<file path="src/rtl/operand_fetch_stage.sv">
// Operand fetch stage for a MIPS-style pipeline.
// Decodes source/destination registers, forwards same-cycle writeback data,
// tracks pending register writes in a scoreboard to detect RAW hazards, and
// registers the operand bundle behind a valid/ready handshake.
module operand_fetch_stage #(
  parameter int STALL_CNT_W = 16
) (
  input  logic                   clk,
  input  logic                   reset_n,
  input  logic                   in_valid,
  output logic                   in_ready,
  input  logic [31:0]            instr,
  output logic [4:0]             Aa,
  output logic [4:0]             Ab,
  input  logic [31:0]            Da,
  input  logic [31:0]            Db,
  input  logic                   wb_en,
  input  logic [4:0]             wb_addr,
  input  logic [31:0]            wb_data,
  output logic                   out_valid,
  input  logic                   out_ready,
  output logic [31:0]            out_opA,
  output logic [31:0]            out_opB,
  output logic [31:0]            out_imm,
  output logic [4:0]             out_dest,
  output logic [5:0]             out_opcode,
  output logic [5:0]             out_funct,
  output logic [STALL_CNT_W-1:0] stall_count
);

  localparam logic [5:0] OP_RTYPE = 6'h00;
  localparam logic [5:0] OP_J     = 6'h02;
  localparam logic [5:0] OP_JAL   = 6'h03;
  localparam logic [5:0] OP_BEQ   = 6'h04;
  localparam logic [5:0] OP_BNE   = 6'h05;
  localparam logic [5:0] OP_SW    = 6'h2B;

  logic [5:0]  opcode;
  logic [4:0]  rs, rt, rd;
  logic [4:0]  dest;
  logic        rs_src, rt_src;
  logic        rs_wb_hit, rt_wb_hit;
  logic [31:0] opa, opb, imm;
  logic        hazard, accept;

  logic [31:0]            sb_q, sb_d;
  logic [STALL_CNT_W-1:0] stall_q, stall_d;
  logic                   out_valid_q, out_valid_d;
  logic [31:0]            opa_q, opb_q, imm_q;
  logic [4:0]             dest_q;
  logic [5:0]             opcode_q, funct_q;

  assign opcode = instr[31:26];
  assign rs     = instr[25:21];
  assign rt     = instr[20:16];
  assign rd     = instr[15:11];
  assign imm    = {{16{instr[15]}}, instr[15:0]};
  assign Aa     = rs;
  assign Ab     = rt;

  // Destination register and source-usage decode from the opcode.
  always_comb begin
    dest   = rt;
    rs_src = 1'b1;
    rt_src = 1'b0;
    case (opcode)
      OP_RTYPE: begin dest = rd;    rt_src = 1'b1; end
      OP_JAL:   begin dest = 5'd31; rs_src = 1'b0; end
      OP_J:     begin dest = 5'd0;  rs_src = 1'b0; end
      OP_SW, OP_BEQ, OP_BNE: begin dest = 5'd0; rt_src = 1'b1; end
      default:  ;
    endcase
  end

  // A writeback landing this cycle both forwards its data and resolves the hazard.
  assign rs_wb_hit = wb_en && (wb_addr == rs);
  assign rt_wb_hit = wb_en && (wb_addr == rt);
  assign opa = (rs == 5'd0) ? 32'd0 : (rs_wb_hit ? wb_data : Da);
  assign opb = (rt == 5'd0) ? 32'd0 : (rt_wb_hit ? wb_data : Db);

  assign hazard = in_valid && ((rs_src && sb_q[rs] && !rs_wb_hit) ||
                               (rt_src && sb_q[rt] && !rt_wb_hit));
  assign in_ready = (!out_valid_q || out_ready) && !hazard;
  assign accept   = in_valid && in_ready;

  // Scoreboard update: writeback clears first so a same-cycle new claim wins.
  always_comb begin
    sb_d = sb_q;
    if (wb_en && (wb_addr != 5'd0)) sb_d[wb_addr] = 1'b0;
    if (accept && (dest != 5'd0))   sb_d[dest]    = 1'b1;
    sb_d[0] = 1'b0;
  end

  // Saturating count of cycles spent blocked on a hazard.
  always_comb begin
    stall_d = stall_q;
    if (hazard && !(&stall_q)) stall_d = stall_q + {{(STALL_CNT_W-1){1'b0}}, 1'b1};
  end

  // Output bundle valid: set on accept, dropped once consumed downstream.
  always_comb begin
    out_valid_d = out_valid_q;
    if (accept)         out_valid_d = 1'b1;
    else if (out_ready) out_valid_d = 1'b0;
  end

  // State registers; bundle fields load only on accept so they stay stable while held.
  always_ff @(posedge clk or negedge reset_n) begin
    if (!reset_n) begin
      sb_q        <= 32'd0;
      stall_q     <= '0;
      out_valid_q <= 1'b0;
      opa_q       <= 32'd0;
      opb_q       <= 32'd0;
      imm_q       <= 32'd0;
      dest_q      <= 5'd0;
      opcode_q    <= 6'd0;
      funct_q     <= 6'd0;
    end else begin
      sb_q        <= sb_d;
      stall_q     <= stall_d;
      out_valid_q <= out_valid_d;
      if (accept) begin
        opa_q    <= opa;
        opb_q    <= opb;
        imm_q    <= imm;
        dest_q   <= dest;
        opcode_q <= opcode;
        funct_q  <= instr[5:0];
      end
    end
  end

  assign out_valid   = out_valid_q;
  assign out_opA     = opa_q;
  assign out_opB     = opb_q;
  assign out_imm     = imm_q;
  assign out_dest    = dest_q;
  assign out_opcode  = opcode_q;
  assign out_funct   = funct_q;
  assign stall_count = stall_q;

endmodule

</file>
<file path="config.mk">
export PLATFORM = sky130hd
export DESIGN_NAME = operand_fetch_stage
export DESIGN_NICKNAME = d
export VERILOG_FILES = /design/src/rtl/operand_fetch_stage.sv
export SDC_FILE = /design/constraint.sdc
export NUM_CORES = 1
export LEC_CHECK = 0
export BUFFER_PORTS_ARGS = -buffer_cell sky130_fd_sc_hd__buf_2
export CAP_MARGIN = 20
export CORE_MARGIN = 5
export CORE_UTILIZATION = 40
export CTS_BUF_LIST = sky130_fd_sc_hd__clkbuf_8 sky130_fd_sc_hd__clkbuf_16
export DETAILED_ROUTE_END_ITERATION = 10
export PLACE_DENSITY_LB_ADDON = 0.2
export SLEW_MARGIN = 15
export SYNTH_ARGS = -nofsm -noshare
export SYNTH_HDL_FRONTEND = slang
export SYNTH_SLANG_ARGS = --single-unit
</file>
<file path="constraint.sdc">
create_clock -name clk -period 6.12 [get_ports clk]
set_input_delay 0 -clock clk [delete_from_list [all_inputs] [get_ports clk]]
set_output_delay 0 -clock clk [all_outputs]
set_load 0.005 [all_outputs]
</file>
==> flow_metrics.py, run 1 <==
metrics = {
    "global_routing": {
        "grt_overflow": 0,
        "grt_pass1_vias": 7260,
        "maximum_number_of_pins_on_one_net_before_global_route_repair": 96,
        "number_of_antenna_violations_at_the_first_check_in_global_routing": 0,
        "wire_length_of_the_first_global_routing_pass_microns": 38900,
        "globalRouteTotalUtil_pct": 22.4,
    },
    "floorplanning": {
        "top_level_port_count": 279,
        "std_cell_rows": 50,
        "die_w_microns": 148,
        "initial_utilization_pct": 40.6,
        "placeableCoreArea_sq_um": 18700,
        "die-area_sq_um": 21800,
        "die_height_microns": 148,
    },
    "critical_path": {
        "required_ns": 6.42,
        "path_class": "primary input to flip-flop",
        "critical_path.startpoint_type": "primary input",
        "cp-end-kind": "flip-flop",
        "critical_path.max_fanout": 42,
        "cp_data_arrival_time_ns": 3.92,
    },
    "flow_run": {
        "maxCapViolations": 0,
    },
    "timing": {
        "slew_headroom_pct": 26.6,
        "final-max-slew-violation-count": 0,
        "rsz_0062_raised_after_global_routing": "no",
        "period_utilisation_layout_pct": 59.1,
        "final-hold-violation-count": 2,
        "layout_min_cycle_time_ns": 3.62,
        "setup_total_negative_slack_ns": 0,
        "setup_viol": 0,
        "holdWs_ns": -0.0124,
        "worst_slew_pin_slew_ns": 1.10,
        "fmax_mhz": 276,
        "clock_skew_ns": 0.0102,
    },
    "yosys": {
        "synth_compound_gate_area_share_pct": 14.3,
        "number_of_nets_in_the_synthesized_netlist": 851,
        "synth_async_sr_flop_share_pct": 100,
        "synth_simple_gate_area_share_pct": 12.4,
        "post_synth_instance_area_sq_um": 7590,
        "synth_enable_flop_cells": 0,
        "synthAdderAreaFrac_pct": 0.165,
        "postSynthAreaPerCell_sq_um": 10.7,
        "synth_xor_area_share_pct": 2.77,
        "synthCells": 712,
        "synth-main-ff-cell": "sky130_fd_sc_hd__dfrtp_1",
        "synth_top_family_by_area": "multiplexers",
        "proportion_of_synthesized_chip_area_in_sequential_cells_pct": 45.8,
        "post_synth_mux_area_share_pct": 17.5,
        "synth.ff_latch_count": 139,
        "yosysUniqueCellTypes": 58,
        "yosysWarningCount": 0,
    },
    "routing": {
        "routed_via_density": 5.33,
        "drc_marker_count_from_the_first_detailed_route_iteration": 329,
        "detail_route.wirelength_microns": 24700,
        "drtPass1Iterations": 4,
        "route.detailed.wl_per_inst_microns": 18.7,
        "final_antenna_net_count": 0,
        "via_count": 7048,
        "detail_route.drc_violations": 0,
    },
    "place": {
        "place.port_buffers": 278,
        "globalplace.congestion": 0.864,
        "dp_hpwl_microns": 16400,
    },
    "clocking": {
        "cts-htree-levels": 4,
        "cts.sinks": 139,
        "cts_tree": "yes",
        "cts_buffers": 17,
        "cts-root-to-sink-buffers": 2,
        "worst_setup_hold_path_clk_slew_ns": 0.06,
        "clock_latency_ns": 0.42,
        "cts-resized-gates": 0,
        "cts-root-buf": "sky130_fd_sc_hd__clkbuf_16",
    },
    "final_layout": {
        "drive_above_1_share_pct": 34.3,
        "nets": 1217,
        "layout-area-overhead-vs-synth_pct": 43.7,
        "mostFrequentLayoutCell": "sky130_fd_sc_hd__buf_2",
        "diodes": 0,
        "leading_cell_types_in_the_layout_fill_and_taps_excluded": "sky130_fd_sc_hd__buf_2, sky130_fd_sc_hd__dlygate4sd3_1, sky130_fd_sc_hd__dfrtp_1",
    },
    "power": {
        "static_leakage_power_nw": 5.28,
        "peakVddDrop_mv": 0.198,
        "total_power_mw": 3.32,
        "power.density_cell_area_nw_per_um2": 304,
    },
    "worst_hold_path": {
        "timing.hold.worst.class": "primary input to flip-flop",
    },
    "run_status": {
        "violations": "hold timing",
        "run_status": "finished, violations left",
    },
}
==> final timing paths <==
path                       slack [ns]             to        start  cells past startpoint
hold / removal                  -0.01    out_opB[13]       Db[13]                      3
setup / recovery                 2.50  out_opcode[4]    instr[29]                      9
hold reg to reg                  0.47    out_opA[29]  out_opA[29]                      2
max in group asynchronous        4.57   out_funct[3]      reset_n                      3
min in group asynchronous        0.12    out_opB[20]      reset_n                      2
setup reg to reg                 2.61  out_opcode[4]     sb_q[30]                      7
==> metrics by stage <==
stage	worst slack (ns)	hold slack, ns	area, sq um	instances	utilization [%]
after floorplan	3.60	-0.296	7590	712	-
after global placement	2.51	0.0385	8860	1147	47.3
after detailed placement	2.43	0.0351	8860	1147	47.3
after CTS	2.49	0.00210	10900	1323	58.3
after global routing	2.29	0.00197	10900	1323	58.3
final	2.50	-0.0124	10900	1323	58.3
==> synth_stat cells, drive strengths merged (2+ instances only) <==
| master | instances | area share, % |
|---|---|---|
| dfrtp | 139 | 46 |
| nand2 | 86 | 4.3 |
| mux2i | 83 | 11 |
| o31ai | 70 | 6.9 |
| o21ai | 64 | 4.2 |
| buf | 59 | 5.6 |
| mux2 | 26 | 3.9 |
| clkbuf | 25 | 1.3 |
| xor2 | 21 | 2.4 |
| nor2 | 15 | 0.74 |
| nand3 | 13 | 0.86 |
| mux4 | 9 | 2.7 |
| nor4 | 9 | 1.2 |
| and3 | 7 | 0.58 |
| nand3b | 7 | 0.69 |
| nand4 | 7 | 0.58 |
| inv | 6 | 0.30 |
| nor3 | 6 | 0.72 |
| a21oi | 5 | 0.33 |
| or2 | 5 | 0.41 |
| a31oi | 4 | 0.33 |
| or3 | 4 | 0.33 |
| or4 | 4 | 0.44 |
| o21a | 3 | 0.30 |
| or3b | 3 | 0.35 |
| xnor2 | 3 | 0.35 |
| a211oi | 2 | 0.20 |
| a2bb2oi | 2 | 0.23 |
| a41o | 2 | 0.26 |
| and3b | 2 | 0.23 |
| nor2b | 2 | 0.16 |
| nor3b | 2 | 0.20 |
| nor4b | 2 | 0.43 |
| o211a | 2 | 0.26 |
| o311ai | 2 | 0.23 |
==> critical path, cell delays in order <==
cell	delay [ns]
sky130_fd_sc_hd__dlygate4sd3_1	0.55
sky130_fd_sc_hd__buf_2	0.15
sky130_fd_sc_hd__or3_1	0.39
sky130_fd_sc_hd__o22a_1	0.24
sky130_fd_sc_hd__or2_0	0.37
sky130_fd_sc_hd__or4_4	0.49
sky130_fd_sc_hd__o211ai_4	0.80
sky130_fd_sc_hd__buf_4	0.51
sky130_fd_sc_hd__mux2_2	0.38
==> sequential cells by signal, indices dropped and copies added (netlist names) <==
name,flops
out_funct,5
stall_count,16
out_imm,11
out_dest,5
sb_q,31
out_valid,1
out_opcode,6
out_opB,32
out_opA,32
==> report_power, final <==
part	internal, mW	switching, mW
clock network	0.640	0.410
registers	1.17	0.162
logic	0.479	0.459
==> logic make-up after synthesis <==
| logic type | count (synthesis) |
|---|---|
| and+or+nand+nor | 177 |
| AOI/OAI and AO/OA | 163 |
| DFF | 139 |
| muxes | 118 |
| buffers and inverters | 90 |
| xor gates and xnor gates | 24 |
| adders and majority gates | 1 |
==> metal layers <==
layer	GRT usage, %	vias up	share of wire (%)
met3	6.32	49	7.3
met4	8.34	0	3.2
met5	0	-	0
met2	36.1	271	48
li1	-	3305	-
met1	28.9	3423	42
==> repair_timing <==
action | in CTS | in global routing
buffers inserted | 0 | 0
endpoints found under the hold margin | 151 | 0
endpoints found under the setup margin | 0 | 0
hold buffers | 146 | 0
==> final cells by class <==
type                            count  area (sq um)
Sequential cell                   139          3480
Inverter                            6          22.5
Multi-Input combinational cell    483          3600
Clock inverter                     13           169
Clock buffer                       17           425
Fill cell                        1628          7790
Tap cell                          234           293
Timing Repair Buffer              431          2920
No activity file was read; power rests on OpenSTA's default activity.
==> run 2, diff against run 1 <==
clock period = 3.23 ns   (was 6.12 ns; I/O delays follow)
==> flow_metrics.py, run 2 (same netlist as run 1, synthesis figures left out) <==
metrics = {
    "global_routing": {
        "maximum_number_of_pins_on_one_net_before_global_route_repair": 89,
        "grt_pass1_vias": 7128,
        "grt_overflow": 0,
        "wire_length_of_the_first_global_routing_pass_microns": 38100,
        "globalRouteTotalUtil_pct": 21.7,
        "number_of_antenna_violations_at_the_first_check_in_global_routing": 0,
    },
    "routing": {
        "detail_route.drc_violations": 0,
        "final_antenna_net_count": 0,
        "drtPass1Iterations": 5,
        "drc_marker_count_from_the_first_detailed_route_iteration": 342,
        "routed_via_density": 5.24,
        "detail_route.wirelength_microns": 24200,
        "route.detailed.wl_per_inst_microns": 18.2,
        "via_count": 6998,
    },
    "place": {
        "place.port_buffers": 278,
        "post_dp_cell_area_sq_um": 8950,
        "dp_hpwl_microns": 16600,
        "globalplace.congestion": 0.858,
    },
    "clocking": {
        "cts_tree": "yes",
        "cts-root-buf": "sky130_fd_sc_hd__clkbuf_16",
        "cts-htree-levels": 4,
        "cts_buffers": 17,
        "cts.sinks": 139,
        "cts-resized-gates": 0,
        "cts.hold.buffers_added": 145,
        "worst_setup_hold_path_clk_slew_ns": 0.06,
        "clock_latency_ns": 0.42,
        "post_cts.repair.setup_buffers": 0,
        "cts-root-to-sink-buffers": 2,
    },
    "floorplanning": {
        "std_cell_rows": 50,
        "placeableCoreArea_sq_um": 18700,
        "die-area_sq_um": 21800,
        "die_height_microns": 148,
        "die_w_microns": 148,
        "initial_utilization_pct": 40.6,
        "top_level_port_count": 279,
    },
    "timing": {
        "rsz_0062_raised_after_global_routing": "no",
        "slew_headroom_pct": 45.3,
        "fmax_mhz": 336,
        "setup_total_negative_slack_ns": 0,
        "setup_viol": 0,
        "final-hold-violation-count": 1,
        "holdWs_ns": -0.000297,
        "final-max-slew-violation-count": 0,
        "clock_skew_ns": 0.0106,
        "period_utilisation_layout_pct": 92.1,
        "layout_min_cycle_time_ns": 2.98,
        "worst_slew_pin_slew_ns": 0.816,
    },
    "final_layout": {
        "finalCoreUtilization_pct": 59.0,
        "diodes": 0,
        "final_area_sq_um": 11000,
        "drive_above_1_share_pct": 35.0,
        "nets": 1227,
        "mostFrequentLayoutCell": "sky130_fd_sc_hd__buf_2",
        "layout-area-overhead-vs-synth_pct": 45.2,
        "leading_cell_types_in_the_layout_fill_and_taps_excluded": "sky130_fd_sc_hd__buf_2, sky130_fd_sc_hd__dlygate4sd3_1, sky130_fd_sc_hd__dfrtp_1",
    },
    "power": {
        "static_leakage_power_nw": 5.35,
        "power.density_cell_area_nw_per_um2": 573,
        "peakVddDrop_mv": 0.395,
    },
    "worst_hold_path": {
        "timing.hold.worst.class": "primary input to flip-flop",
        "worst_hold_path_depth": 3,
    },
    "run_status": {
        "run_status": "finished, violations left",
        "violations": "hold timing",
    },
    "critical_path": {
        "required_ns": 3.23,
        "path_class": "flip-flop to output pin",
        "cp_data_arrival_time_ns": 2.98,
        "critical_path.max_fanout": 8,
        "worst_r2r_path_depth": 9,
        "cp-end-kind": "output pin",
        "critical_path.startpoint_type": "flip-flop",
    },
    "flow_run": {
        "maxCapViolations": 0,
    },
}
## run 2: cell count changes in the layout (fill, tap and decap cells not counted)
cell,delta
sky130_fd_sc_hd__buf_12,+2
sky130_fd_sc_hd__clkinvlp_4,-1
sky130_fd_sc_hd__inv_8,+1
sky130_fd_sc_hd__clkbuf_8,+2
sky130_fd_sc_hd__clkinv_2,-1
sky130_fd_sc_hd__dlygate4sd3_1,+1
sky130_fd_sc_hd__bufinv_16,-1
sky130_fd_sc_hd__buf_4,+7
sky130_fd_sc_hd__inv_6,+2
## run 2: final cells by class
type	instances	area (sq um)
clock buffer	19	453
clock inverter	13	155
fill	1594	7680
inverter	6	22.5
multi-input combinational	483	3600
sequential	139	3480
tap	234	293
timing repair buffer	441	3030
## run 2: metal layers
| metal | wire [microns] | global-route usage, % |
|---|---|---|
| met1 | 10100 | 27.8 |
| met4 | 582 | 6.71 |
| met2 | 11900 | 36.4 |
| met3 | 1620 | 5.40 |
| met5 | 0 | 0 |
## run 2: worst paths after layout
path                              from     endpoint  slack, ns
min                        wb_data[12]  out_opB[12]    -0.0003
max reg2reg                   sb_q[19]  out_opA[28]       0.36
min in group asynchronous      reset_n  out_opA[20]       0.22
min reg2reg                out_opB[29]  out_opB[29]       0.47
max                           sb_q[19]     in_ready       0.25
max in group asynchronous      reset_n  out_dest[0]       2.23
## run 2: stage by stage
step / setup WS [ns] / power [mW] / instances
final: 0.255 / 6.32 / 1335
after global routing: 0.141 / 6.69 / 1335
after CTS: 0.238 / 6.36 / 1333
after detailed placement: 0.262 / 4.20 / 1156
after global placement: 0.340 / 4.17 / 1156
after floorplan: 0.714 / 3.46 / 712
## run 2: worst max-delay path, cell delays in order (launching register included)
cell                      delay [ns]
sky130_fd_sc_hd__dfrtp_1        0.38
sky130_fd_sc_hd__mux2i_1        0.10
sky130_fd_sc_hd__mux4_2         0.47
sky130_fd_sc_hd__and3b_1        0.20
sky130_fd_sc_hd__or4_4          0.56
sky130_fd_sc_hd__o21a_1         0.32
sky130_fd_sc_hd__buf_4          0.24
sky130_fd_sc_hd__o21a_1         0.18
sky130_fd_sc_hd__buf_2          0.12
## run 2: power breakdown
group | leakage (nW) | switching (mW) | internal, mW | total (mW)
clock network | 0.290 | 0.800 | 1.20 | 2.00
logic | 3.34 | 0.858 | 0.930 | 1.79
registers | 1.72 | 0.327 | 2.21 | 2.54
total | 5.35 | 1.98 | 4.34 | 6.32
==> run 3, diff against run 2 <==
clock period = 3.3 ns   (was 3.23 ns; I/O delays follow)
==> flow_metrics.py, run 3 (same netlist as run 1, synthesis figures left out) <==
metrics = {
    "run_status": {
        "run_status": "finished clean",
    },
    "final_layout": {
        "layout-area-overhead-vs-synth_pct": 45.8,
        "finish.cell_count_without_fillers": 1333,
        "mostFrequentLayoutCell": "sky130_fd_sc_hd__buf_2",
        "nets": 1226,
        "leading_cell_types_in_the_layout_fill_and_taps_excluded": "sky130_fd_sc_hd__buf_2, sky130_fd_sc_hd__dlygate4sd3_1, sky130_fd_sc_hd__dfrtp_1",
        "finalCoreUtilization_pct": 59.2,
        "layout.filler_cells": 1584,
        "drive_above_1_share_pct": 34.7,
    },
    "critical_path": {
        "slowest_stage": "sky130_fd_sc_hd__dlygate4sd3_1",
        "critical_path.max_fanout": 14,
        "r2r-start": "sb_q[16]",
        "critical_path.max_stage_delay_ns": 0.55,
        "cp-end-kind": "output pin",
        "path_class": "primary input to output pin",
        "required_ns": 3.30,
        "worst_r2r_path_depth": 9,
        "timing.critical_path.cells": "dlygate4sd3_1 -> buf_2 -> or3_1 -> o22a_1 -> or2_0 -> or4_4 -> o21a_1 -> buf_4 -> o21a_1 -> buf_2",
        "crit-reg2reg-capture": "out_opA[13]",
        "cp_data_arrival_time_ns": 3.05,
        "critical_path.startpoint_type": "primary input",
        "timing.reg2reg.setup_slack_ns": 0.47,
    },
    "timing": {
        "final-hold-violation-count": 0,
        "setup_viol": 0,
        "rsz_0062_raised_after_global_routing": "no",
        "setup_ws_ns": 0.250,
        "slew_headroom_pct": 44.7,
        "setup_total_negative_slack_ns": 0,
        "period_utilisation_layout_pct": 92.4,
        "clock_skew_ns": 0.0110,
        "final-max-slew-violation-count": 0,
        "layout_min_cycle_time_ns": 3.05,
        "worst_slew_pin_slew_ns": 0.830,
        "fmax_mhz": 328,
    },
    "place": {
        "globalplace.congestion": 0.852,
        "dp_hpwl_microns": 16500,
        "place.port_buffers": 278,
        "post-place-ws_ns": 0.449,
        "post-place-cells": 1154,
    },
    "global_routing": {
        "globalRouteTotalUtil_pct": 22.7,
        "maximum_number_of_pins_on_one_net_before_global_route_repair": 87,
        "grt_overflow": 0,
        "grt_pass1_vias": 7491,
        "wire_length_of_the_first_global_routing_pass_microns": 39700,
        "number_of_antenna_violations_at_the_first_check_in_global_routing": 0,
    },
    "power": {
        "power.combinational.fraction_pct": 27.6,
        "cell_internal_pwr_mw": 4.49,
        "static_leakage_power_nw": 5.37,
        "peakVddDrop_mv": 0.336,
        "power.density_cell_area_nw_per_um2": 579,
        "power.clock.fraction_pct": 34.0,
        "seqPwrFrac_pct": 38.4,
        "total_power_mw": 6.41,
        "power.net_switching_mw": 1.93,
        "power_switching_share_pct": 30.0,
    },
    "clocking": {
        "clock_latency_ns": 0.42,
        "worst_setup_hold_path_clk_slew_ns": 0.05,
        "cts-root-to-sink-buffers": 2,
        "cts-htree-levels": 4,
        "cts_tree": "yes",
        "cts-resized-gates": 0,
        "cts-root-buf": "sky130_fd_sc_hd__clkbuf_16",
        "cts_buffers": 17,
        "cts.sinks": 139,
    },
    "floorplanning": {
        "initial_utilization_pct": 40.6,
        "placeableCoreArea_sq_um": 18700,
        "die_w_microns": 148,
        "die-area_sq_um": 21800,
        "die_height_microns": 148,
        "std_cell_rows": 50,
        "top_level_port_count": 279,
    },
    "routing": {
        "drtPass1Iterations": 5,
        "detail_route.drc_violations": 0,
        "drc_marker_count_from_the_first_detailed_route_iteration": 336,
        "final_antenna_net_count": 0,
        "via_count": 7146,
        "detail_route.wirelength_microns": 25000,
        "routed_via_density": 5.36,
        "route.detailed.wl_per_inst_microns": 18.7,
    },
    "worst_hold_path": {
        "worstHoldEndpoint": "out_opcode[0]",
        "worst_hold_launch": "instr[26]",
        "worst_hold_path_depth": 3,
        "timing.hold.worst.class": "primary input to flip-flop",
    },
    "flow_run": {
        "maxCapViolations": 0,
    },
}
run 3: cell types whose count changed in the layout (fill, tap and decap cells not counted), sizes merged, moves of 2 or more:
cell / change
buf: -2
bufinv: +4
clkbuf: -2
inv: -3
run 3: worst max-delay path by stage:
stage	startpoint	end	slack (ns)
final	instr[29]	in_ready	0.25
after global routing	instr[29]	in_ready	0.12
after CTS	instr[29]	in_ready	0.27
after detailed placement	instr[16]	out_opA[13]	0.45
after global placement	instr[16]	out_opcode[5]	0.47
after floorplan	sb_q[23]	out_dest[0]	0.78
run 3: final cells by class:
type | count | area (sq um) | share of cell area, %
multi-input cells | 483 | 3600 | 32.5
clock inverters | 13 | 239 | 2.16
inverters | 6 | 22.5 | 0.203
flip-flops and latches | 139 | 3480 | 31.4
clock buffers | 17 | 425 | 3.84
repair buffers | 440 | 3010 | 27.2
well taps | 234 | 293 | 2.64
diodes | 1 | 2.50 | 0.0226
run 3: power by group through the flow:
stage          clock [mW]  sequential, mW  combinational (mW)
3_5_place_dp            0            2.48                1.62
4_1_cts              2.23            2.45                1.76
6_report             2.18            2.46                1.77
3_3_place_gp            0            2.48                1.59
5_1_grt              2.30            2.52                1.94
2_1_floorplan           0            2.48               0.909
run 3: layer usage:
layer	up-vias	part of all wire [%]	wire length, microns	GRT usage [%]
met5	-	0	0	0
met4	0	3.9	971	10.2
met3	78	6.9	1710	5.92
met2	318	48	12000	36.7
met1	3424	41	10300	28.8
li1	3326	-	-	-
run 3: what timing repair did:
| item | CTS | global route |
|---|---|---|
| hold buffers | 148 | 0 |
| endpoints found under the hold margin | 171 | 0 |
| setup buffers | 0 | 0 |
run 3: critical path: cells and delay by family:
family / cells / cell delay [ns]
AO/OA/AOI/OAI: 3 / 0.72
buffers and inverters: 4 / 1.07
AND/OR/NAND/NOR: 3 / 1.24
run 3: per-stage QoR:
stage	instance area, sq um	hold slack (ns)
final	11100	0.0309
after global routing	11100	0.0595
after CTS	11100	0.0206
after detailed placement	8920	0.124
after global placement	8920	0.115
after floorplan	7590	-0.296
